<file path="config.mk">
export PLATFORM = sky130hd
export DESIGN_NAME = ray_dispatcher_flat
export DESIGN_NICKNAME = d
export VERILOG_FILES = /design/src/rtl/ray_dispatcher_pkg.sv /design/src/rtl/ray_dispatcher_if.sv /design/src/rtl/ray_dispatcher_rr_arbiter.sv /design/src/rtl/ray_dispatcher.sv /design/src/flat_wrapper.sv
export SDC_FILE = /design/constraint.sdc
export NUM_CORES = 1
export LEC_CHECK = 0
export CELL_PAD_IN_SITES_DETAIL_PLACEMENT = 0
export CELL_PAD_IN_SITES_GLOBAL_PLACEMENT = 1
export CORE_MARGIN = 3
export CORE_UTILIZATION = 39
export DETAILED_ROUTE_END_ITERATION = 8
export MAX_ROUTING_LAYER = met4
export PLACE_DENSITY_LB_ADDON = 0.1
export RECOVER_POWER = 25
export REMOVE_ABC_BUFFERS = 1
export SLEW_MARGIN = 20
export SYNTH_ARGS = -nofsm -noshare
export SYNTH_HDL_FRONTEND = slang
export SYNTH_SLANG_ARGS = --single-unit
export TNS_END_PERCENT = 5
</file>
<file path="constraint.sdc">
create_clock -name clock -period 2.05 [get_ports clock]
set_input_delay 0.41 -clock clock [delete_from_list [all_inputs] [get_ports clock]]
set_output_delay 0.41 -clock clock [all_outputs]
set_load 0.05 [all_outputs]
</file>
<file path="src/rtl/ray_dispatcher_pkg.sv">
// Shared types and default sizing for the ray dispatcher and its arbiter.
package ray_dispatcher_pkg;

  localparam int NUM_UNITS_DEF      = 4;
  localparam int POSITION_WIDTH_DEF = 16;
  localparam int ADDRESS_WIDTH_DEF  = 32;
  localparam int COUNT_WIDTH_DEF    = 24;

  typedef logic signed [2:0][POSITION_WIDTH_DEF-1:0] vec_t;

  typedef enum logic [1:0] {
    IDLE   = 2'd0,
    LAUNCH = 2'd1,
    RUN    = 2'd2,
    DONE   = 2'd3
  } dispatch_state_e;

endpackage

</file>
<file path="src/rtl/ray_dispatcher_if.sv">
// Frame control, generator handshake and ray-unit issue bus of the dispatcher.
interface ray_dispatcher_if #(
  parameter int NUM_UNITS      = 4,
  parameter int POSITION_WIDTH = 16,
  parameter int ADDRESS_WIDTH  = 32,
  parameter int COUNT_WIDTH    = 24
);
  logic                                  frameStart;
  logic                                  busy;
  logic                                  frameDone;
  logic [COUNT_WIDTH-1:0]                rayCount;
  logic                                  genStart;
  logic                                  genBusy;
  logic signed [2:0][POSITION_WIDTH-1:0] genV;
  logic [ADDRESS_WIDTH-1:0]              genAddress;
  logic                                  genValid;
  logic                                  genReady;
  logic                                  genRayBusy;
  logic signed [2:0][POSITION_WIDTH-1:0] unitV;
  logic [ADDRESS_WIDTH-1:0]              unitAddress;
  logic [NUM_UNITS-1:0]                  unitStart;
  logic [NUM_UNITS-1:0]                  unitReady;
  logic [NUM_UNITS-1:0]                  unitBusy;

  modport master (
    input  frameStart, genBusy, genV, genAddress, genValid, unitReady, unitBusy,
    output busy, frameDone, rayCount, genStart, genReady, genRayBusy,
           unitV, unitAddress, unitStart
  );

  modport slave (
    output frameStart, genBusy, genV, genAddress, genValid, unitReady, unitBusy,
    input  busy, frameDone, rayCount, genStart, genReady, genRayBusy,
           unitV, unitAddress, unitStart
  );
endinterface

</file>
<file path="src/rtl/ray_dispatcher_rr_arbiter.sv">
// Combinational round-robin arbiter: grants the first request at or after ptr, wrapping to the lowest.
module rr_arbiter #(
  parameter  int N  = 4,
  localparam int IW = (N > 1) ? $clog2(N) : 1
) (
  input  logic [N-1:0]  req,
  input  logic [IW-1:0] ptr,
  output logic [N-1:0]  grant,
  output logic [IW-1:0] grant_idx,
  output logic          any
);

  always_comb begin
    grant     = '0;
    grant_idx = '0;
    any       = 1'b0;
    for (int i = 0; i < N; i++) begin
      if (!any && req[i] && (i >= int'(ptr))) begin
        any          = 1'b1;
        grant[i]     = 1'b1;
        grant_idx    = IW'(i);
      end
    end
    // Nothing at or above ptr: wrap around to the lowest requester.
    for (int i = 0; i < N; i++) begin
      if (!any && req[i]) begin
        any          = 1'b1;
        grant[i]     = 1'b1;
        grant_idx    = IW'(i);
      end
    end
  end

endmodule

</file>
<file path="src/rtl/ray_dispatcher.sv">
// Frame sequencer and round-robin ray distributor between the camera-ray generator and the ray units.
// A one-entry holding register decouples the generator; issue strobe and broadcast ray data are registered.
module ray_dispatcher
  import ray_dispatcher_pkg::*;
#(
  parameter int NUM_UNITS      = NUM_UNITS_DEF,
  parameter int POSITION_WIDTH = POSITION_WIDTH_DEF,
  parameter int ADDRESS_WIDTH  = ADDRESS_WIDTH_DEF,
  parameter int COUNT_WIDTH    = COUNT_WIDTH_DEF
) (
  input logic              clock,
  input logic              reset,
  ray_dispatcher_if.master bus
);
  localparam int PTR_W = (NUM_UNITS > 1) ? $clog2(NUM_UNITS) : 1;
  typedef logic signed [2:0][POSITION_WIDTH-1:0] ray_vec_t;

  dispatch_state_e          state_q, state_d;
  logic                     hold_vld_q, hold_vld_d;
  ray_vec_t                 hold_v_q, hold_v_d;
  logic [ADDRESS_WIDTH-1:0] hold_addr_q, hold_addr_d;
  logic [NUM_UNITS-1:0]     unit_start_q, unit_start_d;
  ray_vec_t                 unit_v_q, unit_v_d;
  logic [ADDRESS_WIDTH-1:0] unit_addr_q, unit_addr_d;
  logic [COUNT_WIDTH-1:0]   ray_count_q, ray_count_d;
  logic [PTR_W-1:0]         rr_ptr_q, rr_ptr_d;

  logic [NUM_UNITS-1:0] eligible, grant;
  logic [PTR_W-1:0]     grant_idx;
  logic                 any_eligible, issue, gen_rdy, transfer;

  // A unit strobed this cycle has not yet dropped its ready, so it is masked.
  assign eligible = bus.unitReady & ~unit_start_q;

  rr_arbiter #(.N(NUM_UNITS)) u_arb (
    .req       (eligible),
    .ptr       (rr_ptr_q),
    .grant     (grant),
    .grant_idx (grant_idx),
    .any       (any_eligible)
  );

  assign issue    = hold_vld_q & any_eligible;
  assign gen_rdy  = ~hold_vld_q | issue;
  assign transfer = bus.genValid & gen_rdy;

  always_comb begin
    hold_vld_d   = hold_vld_q;
    hold_v_d     = hold_v_q;
    hold_addr_d  = hold_addr_q;
    unit_start_d = '0;
    unit_v_d     = unit_v_q;
    unit_addr_d  = unit_addr_q;
    ray_count_d  = ray_count_q;
    rr_ptr_d     = rr_ptr_q;
    if (issue) begin
      hold_vld_d   = 1'b0;
      unit_start_d = grant;
      unit_v_d     = hold_v_q;
      unit_addr_d  = hold_addr_q;
      rr_ptr_d     = (int'(grant_idx) == NUM_UNITS - 1) ? '0 : grant_idx + PTR_W'(1);
      if (!(&ray_count_q)) ray_count_d = ray_count_q + COUNT_WIDTH'(1);
    end
    if (transfer) begin
      hold_vld_d  = 1'b1;
      hold_v_d    = bus.genV;
      hold_addr_d = bus.genAddress;
    end
    if (state_q == IDLE && bus.frameStart) ray_count_d = '0;
  end

  always_ff @(posedge clock or negedge reset) begin
    if (!reset) begin
      hold_vld_q   <= 1'b0;
      hold_v_q     <= '0;
      hold_addr_q  <= '0;
      unit_start_q <= '0;
      unit_v_q     <= '0;
      unit_addr_q  <= '0;
      ray_count_q  <= '0;
      rr_ptr_q     <= '0;
    end else begin
      hold_vld_q   <= hold_vld_d;
      hold_v_q     <= hold_v_d;
      hold_addr_q  <= hold_addr_d;
      unit_start_q <= unit_start_d;
      unit_v_q     <= unit_v_d;
      unit_addr_q  <= unit_addr_d;
      ray_count_q  <= ray_count_d;
      rr_ptr_q     <= rr_ptr_d;
    end
  end

  always_ff @(posedge clock or negedge reset) begin
    if (!reset) state_q <= IDLE;
    else        state_q <= state_d;
  end

  always_comb begin
    state_d = state_q;
    case (state_q)
      IDLE:    if (bus.frameStart) state_d = LAUNCH;
      LAUNCH:  state_d = RUN;
      RUN:     if (!bus.genBusy && !hold_vld_q && (unit_start_q == '0) && (bus.unitBusy == '0))
                 state_d = DONE;
      DONE:    state_d = IDLE;
      default: state_d = IDLE;
    endcase
  end

  always_comb begin
    bus.busy      = (state_q != IDLE);
    bus.genStart  = (state_q == LAUNCH);
    bus.frameDone = (state_q == DONE);
  end

  assign bus.rayCount    = ray_count_q;
  assign bus.genReady    = gen_rdy;
  assign bus.genRayBusy  = hold_vld_q | (|unit_start_q) | (|bus.unitBusy);
  assign bus.unitStart   = unit_start_q;
  assign bus.unitV       = unit_v_q;
  assign bus.unitAddress = unit_addr_q;

endmodule
</file>
<file path="src/flat_wrapper.sv">
// flat-port wrapper written by rule: the top's interface ports become plain ports
module ray_dispatcher_flat import ray_dispatcher_pkg::*;
#(
  parameter int NUM_UNITS      = NUM_UNITS_DEF,
  parameter int POSITION_WIDTH = POSITION_WIDTH_DEF,
  parameter int ADDRESS_WIDTH  = ADDRESS_WIDTH_DEF,
  parameter int COUNT_WIDTH    = COUNT_WIDTH_DEF
)
  (clock, reset, bus_frameStart, bus_genBusy, bus_genV, bus_genAddress, bus_genValid, bus_unitReady, bus_unitBusy, bus_busy, bus_frameDone, bus_rayCount, bus_genStart, bus_genReady, bus_genRayBusy, bus_unitV, bus_unitAddress, bus_unitStart);
  ray_dispatcher_if #(.NUM_UNITS(NUM_UNITS), .POSITION_WIDTH(POSITION_WIDTH), .ADDRESS_WIDTH(ADDRESS_WIDTH), .COUNT_WIDTH(COUNT_WIDTH)) bus_i ();
  input logic clock;
  input logic reset;
  input wire logic [$bits(bus_i.frameStart)-1:0] bus_frameStart;
  input wire logic [$bits(bus_i.genBusy)-1:0] bus_genBusy;
  input wire logic [$bits(bus_i.genV)-1:0] bus_genV;
  input wire logic [$bits(bus_i.genAddress)-1:0] bus_genAddress;
  input wire logic [$bits(bus_i.genValid)-1:0] bus_genValid;
  input wire logic [$bits(bus_i.unitReady)-1:0] bus_unitReady;
  input wire logic [$bits(bus_i.unitBusy)-1:0] bus_unitBusy;
  output wire logic [$bits(bus_i.busy)-1:0] bus_busy;
  output wire logic [$bits(bus_i.frameDone)-1:0] bus_frameDone;
  output wire logic [$bits(bus_i.rayCount)-1:0] bus_rayCount;
  output wire logic [$bits(bus_i.genStart)-1:0] bus_genStart;
  output wire logic [$bits(bus_i.genReady)-1:0] bus_genReady;
  output wire logic [$bits(bus_i.genRayBusy)-1:0] bus_genRayBusy;
  output wire logic [$bits(bus_i.unitV)-1:0] bus_unitV;
  output wire logic [$bits(bus_i.unitAddress)-1:0] bus_unitAddress;
  output wire logic [$bits(bus_i.unitStart)-1:0] bus_unitStart;
  assign bus_i.frameStart = bus_frameStart;
  assign bus_i.genBusy = bus_genBusy;
  assign bus_i.genV = bus_genV;
  assign bus_i.genAddress = bus_genAddress;
  assign bus_i.genValid = bus_genValid;
  assign bus_i.unitReady = bus_unitReady;
  assign bus_i.unitBusy = bus_unitBusy;
  assign bus_busy = bus_i.busy;
  assign bus_frameDone = bus_i.frameDone;
  assign bus_rayCount = bus_i.rayCount;
  assign bus_genStart = bus_i.genStart;
  assign bus_genReady = bus_i.genReady;
  assign bus_genRayBusy = bus_i.genRayBusy;
  assign bus_unitV = bus_i.unitV;
  assign bus_unitAddress = bus_i.unitAddress;
  assign bus_unitStart = bus_i.unitStart;
  ray_dispatcher #(.NUM_UNITS(NUM_UNITS), .POSITION_WIDTH(POSITION_WIDTH), .ADDRESS_WIDTH(ADDRESS_WIDTH), .COUNT_WIDTH(COUNT_WIDTH)) u_core (.clock(clock), .reset(reset), .bus(bus_i));
endmodule
</file>
==> metrics.txt, run 1 <==
# TYPE chip_impl_metric gauge
chip_impl_info{name="status",value="finished, final reports clean"} 1
chip_impl_metric{name="power.density",unit="nW/um^2"} 1060
chip_impl_metric{name="number_of_synthesis_warnings",unit=""} 0
chip_impl_metric{name="fin_skew",unit="ns"} 0.0109
chip_impl_metric{name="drive_above_1_share",unit="%"} 21.1
chip_impl_metric{name="synth_cell_types",unit=""} 49
chip_impl_metric{name="maxClockFrequency",unit="GHz"} 0.498
chip_impl_metric{name="max_slew.worst_pin.slew",unit="ns"} 1.30
chip_impl_metric{name="power",unit="W"} 0.0122
chip_impl_metric{name="crit_path_max_incr_delay",unit="ns"} 0.81
chip_impl_info{name="critical_path.endpoint",value="bus_unitV[31]"} 1
chip_impl_info{name="startpoint",value="u_core.bus.unitV[31]"} 1
chip_impl_metric{name="num_vias",unit=""} 6002
chip_impl_metric{name="post-route-cell-area",unit="sq um"} 11500
chip_impl_metric{name="routed_wl",unit="mm"} 20.9
chip_impl_metric{name="global_route.overflow_total",unit=""} 0
chip_impl_metric{name="post_synth_instance_area",unit="sq um"} 8260
chip_impl_info{name="worst_path_max_delay_cell",value="clkdlybuf4s50_1"} 1
chip_impl_metric{name="logic_depth_of_the_worst_path_buffers_included",unit=""} 1
chip_impl_metric{name="clkSlewWorstSetupHoldPaths",unit="ns"} 0.07
chip_impl_metric{name="initial_utilization",unit="%"} 40.3
chip_impl_metric{name="worst_r2r_path_depth",unit=""} 6
chip_impl_metric{name="grt.total_usage",unit="%"} 19.0
chip_impl_metric{name="p_leak",unit="nW"} 5.92
chip_impl_metric{name="asyncSetResetFlopFracSynth",unit="%"} 100
chip_impl_info{name="worstReg2RegStart",value="u_core.bus.rayCount[12]"} 1
chip_impl_info{name="worst_r2r_endpoint",value="u_core.bus.rayCount[5]"} 1
chip_impl_metric{name="postSynthRegisterBits",unit=""} 193
chip_impl_metric{name="avgSynthCellArea",unit="sq um"} 11.5
chip_impl_metric{name="timing.final.crit_period",unit="ns"} 2.01
chip_impl_info{name="cts_root_buffer",value="clkbuf_16"} 1
chip_impl_metric{name="die_width",unit="um"} 152
chip_impl_metric{name="yosysSeqAreaShare",unit="%"} 58.5
chip_impl_metric{name="drc_errors",unit=""} 0
chip_impl_metric{name="rrSetupSlack",unit="ns"} 0.08
chip_impl_metric{name="drt_pass1_iterations",unit=""} 4
chip_impl_metric{name="die_area",unit="sq um"} 23000
chip_impl_metric{name="routedWlPerCell",unit="um"} 16.9
chip_impl_metric{name="ant_nets",unit=""} 0
chip_impl_metric{name="core_rows",unit=""} 52
chip_impl_metric{name="timing.final.max_slew_violations",unit=""} 0
chip_impl_metric{name="hpwl",unit="mm"} 14.7
chip_impl_metric{name="detail_route.vias_per_cell",unit=""} 4.86
chip_impl_metric{name="post_synth_inst_count",unit=""} 718
chip_impl_metric{name="gp_congestion",unit=""} 0.832
chip_impl_metric{name="core_area",unit="sq um"} 20500
chip_impl_metric{name="first_pass_grt_wire_length",unit="mm"} 33.1
chip_impl_metric{name="syn_to_final_growth",unit="%"} 39.4
chip_impl_metric{name="clkLatencyLatePin",unit="ns"} 0.42
chip_impl_info{name="worstPathCellList",value="clkdlybuf4s50_1"} 1
chip_impl_metric{name="clock-sinks",unit=""} 193
chip_impl_metric{name="slew-limit-headroom",unit="%"} 13.4
chip_impl_metric{name="cts_bufs_inserted",unit=""} 17
chip_impl_info{name="critical-path-top-delay-family",value="buffers and inverters"} 1
chip_impl_metric{name="timing.setup.tns",unit="ns"} 0
chip_impl_metric{name="antennaDiodeCount",unit=""} 0
chip_impl_metric{name="io_pins",unit=""} 206
chip_impl_metric{name="place.port_buffers",unit=""} 205
chip_impl_info{name="critPathLaunchType",value="flip-flop"} 1
chip_impl_metric{name="h-tree-depth",unit=""} 4
chip_impl_metric{name="setup_viol_count_final",unit=""} 0
chip_impl_metric{name="grt_pass1_vias",unit=""} 6237
chip_impl_metric{name="antenna_violations_before_repair",unit=""} 0
chip_impl_info{name="synth_top_flop_cell",value="dfrtp_1"} 1
chip_impl_metric{name="place_worst_setup_slack",unit="ns"} -0.332
chip_impl_metric{name="final_hold_viol_count",unit=""} 0
chip_impl_metric{name="critical_path.n_buffers_inverters",unit=""} 1
chip_impl_info{name="timing_worst_setup_path_type",value="flip-flop to output pin"} 1
chip_impl_metric{name="vdd_drop_max",unit="uV"} 549
chip_impl_metric{name="part_of_the_cycle_the_worst_path_needs",unit="%"} 97.9
chip_impl_metric{name="synth-edff-count",unit=""} 0
chip_impl_info{name="rsz0062_at_grt",value="true"} 1
chip_impl_metric{name="cts_max_path_buffers",unit=""} 2
chip_impl_metric{name="layout.nets",unit=""} 1051
chip_impl_metric{name="grt_max_degree",unit=""} 47
chip_impl_metric{name="detail_route.iter0.violations",unit=""} 204
chip_impl_metric{name="timing.final.ws_setup",unit="ns"} 0.0428
chip_impl_metric{name="worst-endpoint-required",unit="ns"} 1.64
chip_impl_metric{name="die_h",unit="um"} 152
chip_impl_info{name="cts_tree",value="yes"} 1
chip_impl_info{name="type_of_the_tightest_min_delay_check",value="flip-flop to flip-flop"} 1
chip_impl_metric{name="finalCoreUtilization",unit="%"} 56.2
chip_impl_metric{name="worstPathArrival",unit="ns"} 1.60
chip_impl_info{name="critPathCaptureType",value="output pin"} 1
chip_impl_metric{name="maxCapViolCount",unit=""} 0
chip_impl_metric{name="largest_fanout_on_the_critical_path",unit=""} 2
chip_impl_metric{name="n_fill_cell",unit=""} 1752
chip_impl_metric{name="postPlaceCellArea",unit="sq um"} 10900
-- flip-flops by register name, indices dropped and copies added (netlist names) --
signal	cells
u_core.hold_vld_q	1
u_core.bus.unitAddress	32
u_core.bus.unitV	48
u_core.rr_ptr_q	2
u_core.bus.unitStart	4
u_core.state_q	2
u_core.hold_addr_q	32
u_core.hold_v_q	48
u_core.bus.rayCount	24
-- per-stage QoR --
step | hold slack (ns) | instances
final | 0.470 | 1234
after global routing | 0.484 | 1234
after CTS | 0.469 | 1235
after detailed placement | 0.401 | 1203
after global placement | 0.390 | 1203
after floorplan | 0.114 | 684
-- worst min path at each step --
stage	start	end	slack, ns	cells past startpoint
global placement	reset	u_core.bus.unitStart[1]	0.39	1
finish	u_core.hold_v_q[38]	u_core.bus.unitV[38]	0.47	2
detailed placement	reset	u_core.bus.unitStart[2]	0.40	1
floorplan	reset	u_core.bus.rayCount[0]	0.11	0
global route	u_core.hold_addr_q[29]	u_core.bus.unitAddress[29]	0.48	2
CTS	u_core.hold_v_q[38]	u_core.bus.unitV[38]	0.47	2
-- repair_timing --
| item | in CTS | in global routing |
|---|---|---|
| setup endpoints to repair | 42 | 38 |
| gates resized for setup | 46 | 36 |
| buffers inserted | 0 | 1 |
| endpoints found under the hold margin | 42 | 0 |
| pin swaps | 1 | 3 |
| hold buffers | 1 | 0 |
-- report_power, final --
part / leakage (nW) / internal [W] / switching, W / total (W)
clock: 0.291 / 0.00189 / 0.00150 / 0.00339
combinational: 3.28 / 0.00147 / 0.00249 / 0.00396
sequential: 2.35 / 0.00442 / 0.000454 / 0.00487
total: 5.92 / 0.00778 / 0.00444 / 0.0122
-- cells in the mapped netlist (3+ instances only) --
master | number | area [sq um]
or3_1 | 7 | 43.8
nand4_1 | 8 | 50.1
o21ai_1 | 3 | 15.0
nand2_1 | 257 | 965
nand3_1 | 9 | 45.0
ha_1 | 6 | 75.1
buf_2 | 18 | 90.1
nor2_1 | 15 | 56.3
or3_2 | 3 | 22.5
xnor2_1 | 3 | 26.3
and3_1 | 3 | 18.8
nor4_1 | 3 | 18.8
clkbuf_1 | 6 | 22.5
nand2b_1 | 3 | 18.8
mux2_4 | 80 | 1200
buf_6 | 10 | 113
a21oi_1 | 11 | 55.1
or4_2 | 3 | 26.3
and2_1 | 6 | 37.5
o21ai_0 | 15 | 75.1
inv_1 | 7 | 26.3
dfrtp_1 | 193 | 4830
o211ai_1 | 4 | 30.0
nor3_1 | 8 | 40.0
nor2b_1 | 4 | 25.0
nor3_2 | 3 | 30.0
-- area by class of cell --
| cell class | instances | area (sq um) | area share, % |
|---|---|---|---|
| multi-input combinational | 484 | 3230 | 28.1 |
| tap | 270 | 338 | 2.94 |
| inverter | 7 | 26.3 | 0.228 |
| clock buffer | 19 | 453 | 3.94 |
| timing repair buffer | 249 | 2480 | 21.6 |
| clock inverter | 12 | 146 | 1.27 |
| sequential | 193 | 4830 | 42.0 |
-- layer usage --
metal / vias to the layer above / wire length [um] / part of all wire [%] / global-route usage [%]
li1: 2853 / - / - / -
met1: 2976 / 9610 / 46 / 25.9
met2: 156 / 10100 / 48 / 29.5
met3: 17 / 991 / 4.8 / 3.72
met4: 0 / 201 / 0.96 / 4.94
met5: - / 0 / 0 / -
-- logic make-up after synthesis --
group           after synthesis  share of synthesized area (%)
simple gates                339                           17.8
fa+ha+maj                     6                          0.909
buf+inv                      41                           3.05
compound gates               53                           4.50
mux                          81                           14.7
xor+xnor                      5                          0.530
flops                       193                           58.5
-- cell usage in the layout, fill, tap and decap left out, types with 3 or more instances in the layout --
cell type        Yosys  final
nand2_1            257    257
dfrtp_1            193    193
clkdlybuf4s50_1      0    110
mux2_4              80     80
buf_4                0     51
dlygate4sd2_1        0     42
dlymetal6s2s_1       0     33
clkbuf_16            0     17
nor2_1              15     15
o21ai_0             15     15
a21oi_1             11     11
nor3_1               8      8
nand3_1              9      8
nand4_1              8      8
buf_12               0      8
inv_1                7      7
or3_1                7      6
ha_1                 6      6
and2_1               6      5
nor2b_2              1      4
o211ai_1             4      4
inv_6                0      4
nand2b_1             3      3
and3_1               3      3
nor4_1               3      3
xnor2_1              3      3
o21ai_1              3      3
or3_2                3      3
or4_2                3      3
buf_8                0      3
No activity file was read; power rests on OpenSTA's default activity.
==> run 2: changes to the inputs <==
clock period = 2.1 ns   (was 2.05 ns; I/O delays follow)
==> run 2 against run 1 <==
  * Die area stayed put
  * Sequential power decreased by 2%
  * Sequential share of layout area is 0.45 points higher
==> metrics.txt, run 2 (synthesized netlist as in run 1, its figures left out) <==
# TYPE chip_impl_metric gauge
chip_impl_info{name="status",value="finished, final reports clean"} 1
chip_impl_metric{name="n_fill_cell",unit=""} 1770
chip_impl_info{name="rsz0062_at_grt",value="true"} 1
chip_impl_metric{name="logic_depth_of_the_worst_path_buffers_included",unit=""} 1
chip_impl_metric{name="postPlaceCellArea",unit="sq um"} 10800
chip_impl_metric{name="part_of_the_cycle_the_worst_path_needs",unit="%"} 98.6
chip_impl_metric{name="detail_route.iter0.violations",unit=""} 254
chip_impl_metric{name="worstPathArrival",unit="ns"} 1.65
chip_impl_metric{name="power.net_switching",unit="W"} 0.00437
chip_impl_metric{name="clkLatencyLatePin",unit="ns"} 0.42
chip_impl_metric{name="comb_power_share",unit="%"} 33.3
chip_impl_metric{name="grt_pass1_vias",unit=""} 6223
chip_impl_metric{name="layout.nets",unit=""} 1046
chip_impl_metric{name="initial_utilization",unit="%"} 40.3
chip_impl_metric{name="global_route.overflow_total",unit=""} 0
chip_impl_metric{name="place.port_buffers",unit=""} 205
chip_impl_info{name="type_of_the_tightest_min_delay_check",value="flip-flop to flip-flop"} 1
chip_impl_metric{name="timing.final.ws_setup",unit="ns"} 0.0286
chip_impl_metric{name="stdcell_count",unit=""} 1230
chip_impl_metric{name="multi_input_area",unit="sq um"} 3210
chip_impl_metric{name="pwr-share-clk",unit="%"} 26.4
chip_impl_metric{name="maxCapViolCount",unit=""} 0
chip_impl_metric{name="core_rows",unit=""} 52
chip_impl_metric{name="slew-limit-headroom",unit="%"} 17.1
chip_impl_metric{name="clkSlewWorstSetupHoldPaths",unit="ns"} 0.07
chip_impl_metric{name="largest_fanout_on_the_critical_path",unit=""} 2
chip_impl_metric{name="hold_path_depth",unit=""} 2
chip_impl_metric{name="drt_pass1_iterations",unit=""} 4
chip_impl_metric{name="finalCoreUtilization",unit="%"} 55.6
chip_impl_metric{name="pwr-share-seq",unit="%"} 40.3
chip_impl_metric{name="final-seq-area",unit="sq um"} 4830
chip_impl_metric{name="hpwl",unit="mm"} 14.4
chip_impl_info{name="cts_tree",value="yes"} 1
chip_impl_info{name="timing_worst_setup_path_type",value="flip-flop to output pin"} 1
chip_impl_metric{name="num_vias",unit=""} 5930
chip_impl_metric{name="die_area",unit="sq um"} 23000
chip_impl_metric{name="antennaDiodeCount",unit=""} 0
chip_impl_metric{name="vdd_drop_max",unit="uV"} 537
chip_impl_metric{name="h-tree-depth",unit=""} 4
chip_impl_info{name="worstPathCellList",value="clkdlybuf4s50_1"} 1
chip_impl_metric{name="critical_path.n_buffers_inverters",unit=""} 1
chip_impl_metric{name="worst_r2r_path_depth",unit=""} 6
chip_impl_metric{name="grt.total_usage",unit="%"} 18.9
chip_impl_info{name="critical-path-top-delay-family",value="buffers and inverters"} 1
chip_impl_metric{name="max_slew.worst_pin.slew",unit="ns"} 1.24
chip_impl_metric{name="power.density",unit="nW/um^2"} 1030
chip_impl_metric{name="core_area",unit="sq um"} 20500
chip_impl_metric{name="p_leak",unit="nW"} 5.57
chip_impl_metric{name="final_hold_viol_count",unit=""} 0
chip_impl_info{name="critPathLaunchType",value="flip-flop"} 1
chip_impl_metric{name="clock-sinks",unit=""} 193
chip_impl_metric{name="worst-endpoint-required",unit="ns"} 1.68
chip_impl_metric{name="io_pins",unit=""} 206
chip_impl_info{name="cts_root_buffer",value="clkbuf_16"} 1
chip_impl_metric{name="routed_wl",unit="mm"} 20.7
chip_impl_metric{name="syn_to_final_growth",unit="%"} 37.9
chip_impl_metric{name="post-place-cells",unit=""} 1197
chip_impl_metric{name="drive_above_1_share",unit="%"} 19.7
chip_impl_metric{name="routedWlPerCell",unit="um"} 16.8
chip_impl_metric{name="fin_skew",unit="ns"} 0.0132
chip_impl_metric{name="p_sw_share",unit="%"} 37.1
chip_impl_metric{name="first_pass_grt_wire_length",unit="mm"} 33.1
chip_impl_metric{name="post-route-cell-area",unit="sq um"} 11400
chip_impl_metric{name="timing.final.max_slew_violations",unit=""} 0
chip_impl_metric{name="place_worst_setup_slack",unit="ns"} -0.274
chip_impl_metric{name="cts_max_path_buffers",unit=""} 2
chip_impl_info{name="final_common_cell",value="nand2_1"} 1
chip_impl_info{name="critPathCaptureType",value="output pin"} 1
chip_impl_metric{name="p_int",unit="W"} 0.00740
chip_impl_metric{name="drc_errors",unit=""} 0
chip_impl_metric{name="maxClockFrequency",unit="GHz"} 0.483
chip_impl_metric{name="final.hold.worst_slack",unit="ns"} 0.469
chip_impl_metric{name="gp_congestion",unit=""} 0.837
chip_impl_metric{name="crit_path_max_incr_delay",unit="ns"} 0.83
chip_impl_metric{name="setup_viol_count_final",unit=""} 0
chip_impl_metric{name="timing.final.crit_period",unit="ns"} 2.07
chip_impl_info{name="mostFrequentLayoutCells",value="nand2_1, dfrtp_1, clkdlybuf4s50_1"} 1
chip_impl_metric{name="antenna_violations_before_repair",unit=""} 0
chip_impl_metric{name="die_width",unit="um"} 152
chip_impl_info{name="worst_path_max_delay_cell",value="clkdlybuf4s50_1"} 1
chip_impl_metric{name="ant_nets",unit=""} 0
chip_impl_metric{name="cts_bufs_inserted",unit=""} 17
chip_impl_metric{name="detail_route.vias_per_cell",unit=""} 4.82
chip_impl_metric{name="grt_max_degree",unit=""} 66
chip_impl_metric{name="die_h",unit="um"} 152
-- run 2: cell type report --
type,count,share of cell area [%]
clock buffer,19,3.89
clock inverter,13,1.02
inverter,7,0.231
multi-input combinational,484,28.2
sequential,193,42.4
tap,270,2.97
timing repair buffer,244,21.3
-- run 2: power by group through the flow --
stage / registers, W / clock network [W] / logic [W]
final: 0.00475 / 0.00310 / 0.00392
after global routing: 0.00483 / 0.00335 / 0.00417
after CTS: 0.00474 / 0.00320 / 0.00397
after detailed placement: 0.00479 / 0 / 0.00398
after global placement: 0.00479 / 0 / 0.00391
after floorplan: 0.00600 / 0 / 0.00124
-- run 2: layer usage --
metal,part of all wire [%],vias to the layer above,wire (um),GRT usage [%]
met5,0,-,0,-
met4,0.80,0,165,4.49
met3,4.9,15,1000,3.93
met2,47,167,9620,28.4
met1,48,2904,9870,26.6
li1,-,2844,-,-
-- run 2: path summary, 6_finish.rpt --
kind                                              from                         to  slack [ns]
worst max register to register  u_core.bus.rayCount[9]     u_core.bus.rayCount[5]        0.07
worst min register to register     u_core.hold_v_q[46]       u_core.bus.unitV[46]        0.47
min in group asynchronous                        reset        u_core.bus.unitV[7]        0.79
worst max-delay path               u_core.bus.unitV[5]               bus_unitV[5]        0.03
worst min-delay path               u_core.hold_v_q[46]       u_core.bus.unitV[46]        0.47
max in group asynchronous                        reset  u_core.bus.unitAddress[4]        0.26
-- run 2: timing repair --
action                                 in CTS  in global routing
setup endpoints to repair                  19                 14
gates resized for setup                    21                 13
setup buffers                               0                  0
endpoints found under the hold margin      43                  0
pin swaps                                   2                  0
hold buffers                                1                  0
-- run 2: stage by stage --
step | TNS (ns) | total power [W]
after detailed placement | -39.52 | 0.00877
after CTS | 0 | 0.0119
after floorplan | -484.73 | 0.00724
after global placement | -38.52 | 0.00870
final | 0 | 0.0118
after global routing | -0.0808 | 0.0123
==> run 3: changes to the inputs <==
CTS_CLUSTER_DIAMETER = 150   (was not set)
==> results of run 3 <==
Final layout, timing and power as in run 2 (identical DEF).
